==> src/rtl/uart_pkg.sv <==
// Shared UART definitions: state encodings and counter widths used by both
// the receiver and the transmitter.
package uart_pkg;

  typedef enum logic [2:0] {
    IDLE      = 3'd0,
    START_BIT = 3'd1,
    DATA_BITS = 3'd2,
    STOP_BIT  = 3'd3,
    CLEANUP   = 3'd4
  } uart_state_e;

  localparam int DATA_BITS_N = 8;
  localparam int CNT_W       = 8;

  function automatic logic maj3(input logic a, input logic b, input logic c);
    return (a & b) | (a & c) | (b & c);
  endfunction

endpackage

==> src/rtl/uart_sync.sv <==
// Two-flop synchroniser for an asynchronous single-bit input; both flops
// reset to RST_VAL so an idle line does not look like an edge after reset.
module uart_sync #(
  parameter logic RST_VAL = 1'b1
) (
  input  logic i_Clock,
  input  logic i_Rst_n,
  input  logic i_Async,
  output logic o_Sync
);

  logic meta_q;
  logic sync_q;

  always_ff @(posedge i_Clock or negedge i_Rst_n) begin
    if (!i_Rst_n) begin
      meta_q <= RST_VAL;
      sync_q <= RST_VAL;
    end else begin
      meta_q <= i_Async;
      sync_q <= meta_q;
    end
  end

  assign o_Sync = sync_q;

endmodule

==> src/rtl/uart_rx.sv <==
// 8N1 UART receiver with mid-bit sampling and framing-error detection.
// Define UART_RX_MAJORITY_EN to sample each bit as a 2-of-3 vote.
//
// state     | meaning
// IDLE      | waiting for the synchronised line to go low
// START_BIT | counting to the start-bit midpoint; high there means a glitch
// DATA_BITS | sampling 8 data bits LSB first, one per CLKS_PER_BIT cycles
// STOP_BIT  | sampling the stop bit; publish byte, pulse DV or frame error
// CLEANUP   | waiting for the line to return high (absorbs a break)
module uart_rx
  import uart_pkg::*;
#(
  parameter int CLKS_PER_BIT = 48
) (
  input  logic       i_Clock,
  input  logic       i_Rst_n,
  input  logic       i_Rx_Serial,
  output logic       o_Rx_DV,
  output logic [7:0] o_Rx_Byte,
  output logic       o_Rx_Frame_Err,
  output logic       o_Rx_Active
);

  localparam int HALF = (CLKS_PER_BIT - 1) / 2;
`ifdef UART_RX_MAJORITY_EN
  localparam int SAMPLE_PT_I = HALF + 1;
`else
  localparam int SAMPLE_PT_I = HALF;
`endif
  localparam logic [CNT_W-1:0] SAMPLE_PT = CNT_W'(SAMPLE_PT_I);
  localparam logic [CNT_W-1:0] LAST_CNT  = CNT_W'(CLKS_PER_BIT - 1);
  localparam logic [2:0]       LAST_IDX  = 3'(DATA_BITS_N - 1);

  logic rx_s;
  logic bit_smp;

  uart_state_e      state_q, state_d;
  logic [CNT_W-1:0] cnt_q, cnt_d;
  logic [2:0]       idx_q, idx_d;
  logic [7:0]       shift_q, shift_d;
  logic [7:0]       byte_q, byte_d;
  logic             dv_q, dv_d;
  logic             ferr_q, ferr_d;
  logic             active_q, active_d;

  uart_sync #(.RST_VAL(1'b1)) u_sync (
    .i_Clock (i_Clock),
    .i_Rst_n (i_Rst_n),
    .i_Async (i_Rx_Serial),
    .o_Sync  (rx_s)
  );

`ifdef UART_RX_MAJORITY_EN
  // Last two rx_s values; together with the current one they span the vote window.
  logic [1:0] vote_q;

  always_ff @(posedge i_Clock or negedge i_Rst_n) begin
    if (!i_Rst_n) vote_q <= 2'b11;
    else          vote_q <= {vote_q[0], rx_s};
  end

  assign bit_smp = maj3(vote_q[1], vote_q[0], rx_s);
`else
  assign bit_smp = rx_s;
`endif

  always_ff @(posedge i_Clock or negedge i_Rst_n) begin
    if (!i_Rst_n) begin
      state_q  <= IDLE;
      cnt_q    <= '0;
      idx_q    <= '0;
      shift_q  <= '0;
      byte_q   <= '0;
      dv_q     <= 1'b0;
      ferr_q   <= 1'b0;
      active_q <= 1'b0;
    end else begin
      state_q  <= state_d;
      cnt_q    <= cnt_d;
      idx_q    <= idx_d;
      shift_q  <= shift_d;
      byte_q   <= byte_d;
      dv_q     <= dv_d;
      ferr_q   <= ferr_d;
      active_q <= active_d;
    end
  end

  always_comb begin
    state_d  = state_q;
    cnt_d    = cnt_q;
    idx_d    = idx_q;
    shift_d  = shift_q;
    byte_d   = byte_q;
    dv_d     = 1'b0;
    ferr_d   = 1'b0;
    active_d = active_q;

    case (state_q)
      IDLE: begin
        cnt_d = '0;
        idx_d = '0;
        if (!rx_s) begin
          state_d  = START_BIT;
          active_d = 1'b1;
        end
      end

      START_BIT: begin
        if (cnt_q == SAMPLE_PT) begin
          cnt_d = '0;
          if (!bit_smp) begin
            state_d = DATA_BITS;
          end else begin
            state_d  = IDLE;
            active_d = 1'b0;
          end
        end else begin
          cnt_d = cnt_q + CNT_W'(1);
        end
      end

      DATA_BITS: begin
        if (cnt_q == LAST_CNT) begin
          shift_d[idx_q] = bit_smp;
          cnt_d          = '0;
          if (idx_q == LAST_IDX) begin
            idx_d   = '0;
            state_d = STOP_BIT;
          end else begin
            idx_d = idx_q + 3'd1;
          end
        end else begin
          cnt_d = cnt_q + CNT_W'(1);
        end
      end

      STOP_BIT: begin
        if (cnt_q == LAST_CNT) begin
          // The byte is published even on a framing error so the consumer can inspect it.
          byte_d  = shift_q;
          dv_d    = bit_smp;
          ferr_d  = ~bit_smp;
          cnt_d   = '0;
          state_d = CLEANUP;
        end else begin
          cnt_d = cnt_q + CNT_W'(1);
        end
      end

      CLEANUP: begin
        if (rx_s) begin
          state_d  = IDLE;
          active_d = 1'b0;
        end
      end

      default: begin
        state_d  = IDLE;
        cnt_d    = '0;
        idx_d    = '0;
        active_d = 1'b0;
      end
    endcase
  end

  assign o_Rx_DV        = dv_q;
  assign o_Rx_Byte      = byte_q;
  assign o_Rx_Frame_Err = ferr_q;
  assign o_Rx_Active    = active_q;

endmodule

==> config.mk <==
export PLATFORM = sky130hd
export DESIGN_NAME = uart_rx
export DESIGN_NICKNAME = d
export VERILOG_FILES = /design/src/rtl/uart_pkg.sv /design/src/rtl/uart_sync.sv /design/src/rtl/uart_rx.sv
export SDC_FILE = /design/constraint.sdc
export NUM_CORES = 1
export LEC_CHECK = 0
export CAP_MARGIN = 10
export CORE_MARGIN = 4
export CORE_UTILIZATION = 50
export DETAILED_ROUTE_END_ITERATION = 6
export PLACE_DENSITY = 0.79
export SLEW_MARGIN = 15
export SYNTH_ARGS = -nofsm -noshare
export SYNTH_HDL_FRONTEND = slang
export SYNTH_SLANG_ARGS = --single-unit
export TNS_END_PERCENT = 5
==> constraint.sdc <==
create_clock -name i_Clock -period 1.87 [get_ports i_Clock]
set_input_delay 0.374 -clock i_Clock [delete_from_list [all_inputs] [get_ports i_Clock]]
set_output_delay 0.374 -clock i_Clock [all_outputs]
set_load 0.01 [all_outputs]
==> out/summary.md <==
The run gives 0.113 as the proportion of power drawn by combinational gates. Data arrival time of the critical path: 2040 ps. A synthesized cell averages 11.16 um^2.

The fraction of the mapped netlist area in adder cells is 0.02750, and the overall die width is 66.81 um. The largest total area in the synthesized netlist belongs to sky130_fd_sc_hd__dfrtp_1. The synthesized-area fraction occupied by and/or/nand/nor cells came out at 0.1968. The finished cells cover 2011 um^2.

The clock latency of the later-clocked register in the worst-skew pair came out at 340 ps. The run gives 0 as the number of pins with negative max-slew slack in the final report. The count of final hold-check violations is 0, and the weighted congestion at the end of routability-driven global placement is 0.8485. The switching power as a share of total power is 0.2950.

Detailed placement ended at an HPWL of 2301 um. For the count of unresolved DRC violations after routing, the log shows 0. TritonCTS built the clock tree. For this run, the post-layout net count is 183. Summed over all nets, the switching power comes to 0.0004262 W. The category of the critical setup timing path was register to register. Leaving out fill and tap cells, the most frequent cell in the layout is sky130_fd_sc_hd__dfrtp_1.

The initialized floorplan defines 21 standard-cell rows. Derived from the worst setup path, the maximum achievable clock frequency is 0.5617 GHz. The register area share after synthesis is 0.5080. The number of enable-type register cells in the synthesized netlist is 0, and the multiplexer share of the synthesized area is 0.1042.

Summing every instance area after synthesis gives 1729 um^2. The register clock-pin slew on the reported worst setup and hold paths is 100 ps. Entering global routing, the biggest net connects 36 pins. The number of clock buffers inserted by TritonCTS came out at 5. The class of the tightest hold or removal check is register to register. Routed length per placed instance: 15.03 um. The proportion of power drawn by flip-flops and latches is 0.609, and the synthesized netlist net count is 161. For the overall fraction of global-route tracks in use, the log shows 0.1791. The clock tree synthesis step divided the H-tree into 2 levels. The run gives 1295 as the number of global-route vias before repair. The startpoint of the lowest-slack register-to-register path was cnt_q[0]. The synthesized instance count is 155, and the post-synthesis sequential element count is 35. The critical-path maximum fanout was 8.

The first global-routing pass estimated 5989 um of wire. The floorplan step set the die height to 66.81 um. For the pin with the worst max-slew slack, the measured transition is 439.4 ps.

The effective utilization at floorplan is 0.5182, and the complex-gate fraction of the synthesized area is 0.1389. The max-slew headroom at the worst pin is 0.7071. The share of post-route cells with drive strength above 1 was 0.2191; the count of antenna diodes in the layout was 0.

From synthesis to final layout, the design area changed by 16.28%. Setup slack on the worst reg-to-reg path comes out at 90 ps. The depth of the most critical reg-to-reg path is 6, and the share of the synthesized area in the top cell type is 0.4776. The run gives 0.8505 nW as the leakage dissipation. Number of vias after detailed routing: 1303. The count of filler cells inserted in the layout was 290; the time the worst path needs with I/O delays and setup was 1780 ps. The run gives 2 as the maximum buffer depth of the clock tree.

The portion of the clock cycle consumed by the worst path in the final layout is 0.9520, and the remaining antenna violation count is 0. The minimum hold slack was 361.6 ps; the relative contribution of the clock network to total power was 0.277. The tools report the first-pass iteration count of the detailed router as 4. For this block, the initial DRC count from the detailed router was 118. For the number of synthesis warnings, the log shows 0. The run gives 2130 ps as the data required time at the worst endpoint. For this block, the routed nets add up to 3367 um of wire.

The number of cells on the worst hold path was 0. The internal portion of the total power is 0.001019 W. The initial antenna violation count is 0. Clock tree synthesis selected as its root buffer the cell sky130_fd_sc_hd__clkbuf_4. Counting distinct cell types in the post-synthesis netlist gives 41.

STA classifies the critical path endpoint as a register. The placeable core area is 3337 um^2, and the total global routing overflow is 0. For the total die area, the log shows 4463 um^2. The count of buffers added on input and output ports is 13. The dominant register cell in the synthesized netlist was sky130_fd_sc_hd__dfrtp_1.

For the utilization after layout, the log shows 0.6026. Setup repair after global routing left no endpoint under its margin. Sorting the synthesized cells by area gives the leading types as sky130_fd_sc_hd__dfrtp_1 48%, sky130_fd_sc_hd__mux2_2 7.2%, sky130_fd_sc_hd__mux2_1 3.3%. Startpoint kind of the worst setup timing path: a register. The worst hold path terminates at u_sync.o_Sync. The async set or reset register ratio after synthesis came out at 1.000. Xor/xnor share of the synthesized area: 0. The power density over the cells is 718.5 nW/um^2. Using the TritonRoute via totals, the vias-per-cell ratio works out to 5.817. For the number of primary I/O pins, the log shows 14. By area, the combinational part of the netlist is dominated by simple AND/OR/NAND/NOR gates. The run finished with clean final reports. Setup violations remaining at the end of the flow were counted as 0.

The top cell types in the final layout, fill and taps aside, are 31 x sky130_fd_sc_hd__dfrtp_1, 14 x sky130_fd_sc_hd__nand2_1, 13 x sky130_fd_sc_hd__nor2_1, 13 x sky130_fd_sc_hd__clkdlybuf4s50_1, 11 x sky130_fd_sc_hd__mux2_2. The maximum vdd ir drop is 495.3 uV. Startpoint of the most critical hold path: u_sync.meta_q. The critical register-to-register path endpoint was cnt_q[6]. The cell area after placement was 1934 um^2; the count of max-cap constraint violations was 0. Number of sinks on the clock net: 35. For the post-route clock skew, the log shows 11.18 ps.
## timing repair
item                       CTS  global route
hold endpoints to repair     0             0
gates cloned                 0             0
buffers inserted             1             0
hold buffers                 0             0
gates resized for setup      1             3
pin swaps                    1             1
setup endpoints to repair    8            14
## worst max path at each step
stage	end	cells past startpoint	start	slack, ps
final	cnt_q[6]	6	cnt_q[0]	90
after global routing	cnt_q[4]	6	cnt_q[1]	1
after CTS	shift_q[1]	6	cnt_q[0]	30
after detailed placement	cnt_q[6]	5	cnt_q[0]	-40
after global placement	cnt_q[6]	5	cnt_q[0]	8
after floorplan	shift_q[1]	6	cnt_q[0]	150
## synth_stat cells (2+ instances only)
cell type / count
sky130_fd_sc_hd__nand3_1: 9
sky130_fd_sc_hd__a21oi_1: 2
sky130_fd_sc_hd__clkbuf_1: 3
sky130_fd_sc_hd__nor2b_1: 3
sky130_fd_sc_hd__mux2_1: 5
sky130_fd_sc_hd__nand2_1: 14
sky130_fd_sc_hd__dfrtp_1: 33
sky130_fd_sc_hd__nor2_1: 13
sky130_fd_sc_hd__a22oi_1: 3
sky130_fd_sc_hd__dfstp_2: 2
sky130_fd_sc_hd__o21ai_0: 10
sky130_fd_sc_hd__o31ai_1: 2
sky130_fd_sc_hd__nor4_1: 2
sky130_fd_sc_hd__mux2_2: 11
sky130_fd_sc_hd__o2bb2ai_1: 3
sky130_fd_sc_hd__ha_1: 3
sky130_fd_sc_hd__o211ai_1: 4
sky130_fd_sc_hd__nand4_1: 3
sky130_fd_sc_hd__inv_1: 4
sky130_fd_sc_hd__nor3_1: 4
sky130_fd_sc_hd__and3_1: 2
## logic make-up (layout without fill, tap and decap cells)
family	Yosys count	count (layout)
flops	35	35
fa+ha+maj	4	4
simple gates	59	59
compound gates	32	32
buf+inv	9	32
mux	16	16
## per-stage QoR
step,instances,setup TNS (ps),worst slack [ps],total power [W]
after floorplan,155,0,151.8,0.0009766
after global placement,215,0,8.372,0.001026
after detailed placement,215,-137.0,-36.85,0.001034
after CTS,224,0,32.38,0.001439
after global routing,224,0,1.154,0.001528
final,224,0,89.75,0.001445
## routing by layer
metal	track usage	up-vias	routed length [um]
met5	0	-	0
met4	0.06853	0	55
met3	0.04890	6	152
met2	0.2809	42	1635
met1	0.2348	640	1524
li1	-	615	-
## power by group through the flow
| stage | Sequential [W] | Clock, W | Combinational (W) |
|---|---|---|---|
| 2_1_floorplan | 0.000865 | 0 | 0.000111 |
| 3_3_place_gp | 0.000879 | 0 | 0.000147 |
| 3_5_place_dp | 0.000882 | 0 | 0.000152 |
| 4_1_cts | 0.000869 | 0.000414 | 0.000156 |
| 5_1_grt | 0.000890 | 0.000453 | 0.000185 |
| 6_report | 0.000880 | 0.000401 | 0.000164 |
## state kept, by name, indices dropped and copies added (netlist names)
name	cells
shift_q	8
o_Rx_Active	1
u_sync.meta_q	1
cnt_q	8
state_q	3
o_Rx_DV	1
idx_q	3
u_sync.o_Sync	1
o_Rx_Byte	8
o_Rx_Frame_Err	1
## worst max-delay path: stages, from the launching register on
cell and delay [ps]:
sky130_fd_sc_hd__dfrtp_2 460, sky130_fd_sc_hd__ha_4 200, sky130_fd_sc_hd__and4bb_4 230, sky130_fd_sc_hd__a2111oi_4 340, sky130_fd_sc_hd__buf_4 200, sky130_fd_sc_hd__nor2_2 80, sky130_fd_sc_hd__o211ai_1 180
## layout make-up
| class | instances | area [um^2] | area share |
|---|---|---|---|
| clock buffers | 6 | 41.29 | 0.02054 |
| inverters | 4 | 15.01 | 0.007467 |
| clock inverters | 2 | 12.51 | 0.006223 |
| repair buffers | 20 | 182.7 | 0.09085 |
| flip-flops and latches | 35 | 880.8 | 0.4381 |
| well taps | 46 | 57.56 | 0.02862 |
| multi-input cells | 111 | 820.8 | 0.4082 |
Note: power is estimated with default switching activity, not from simulation.
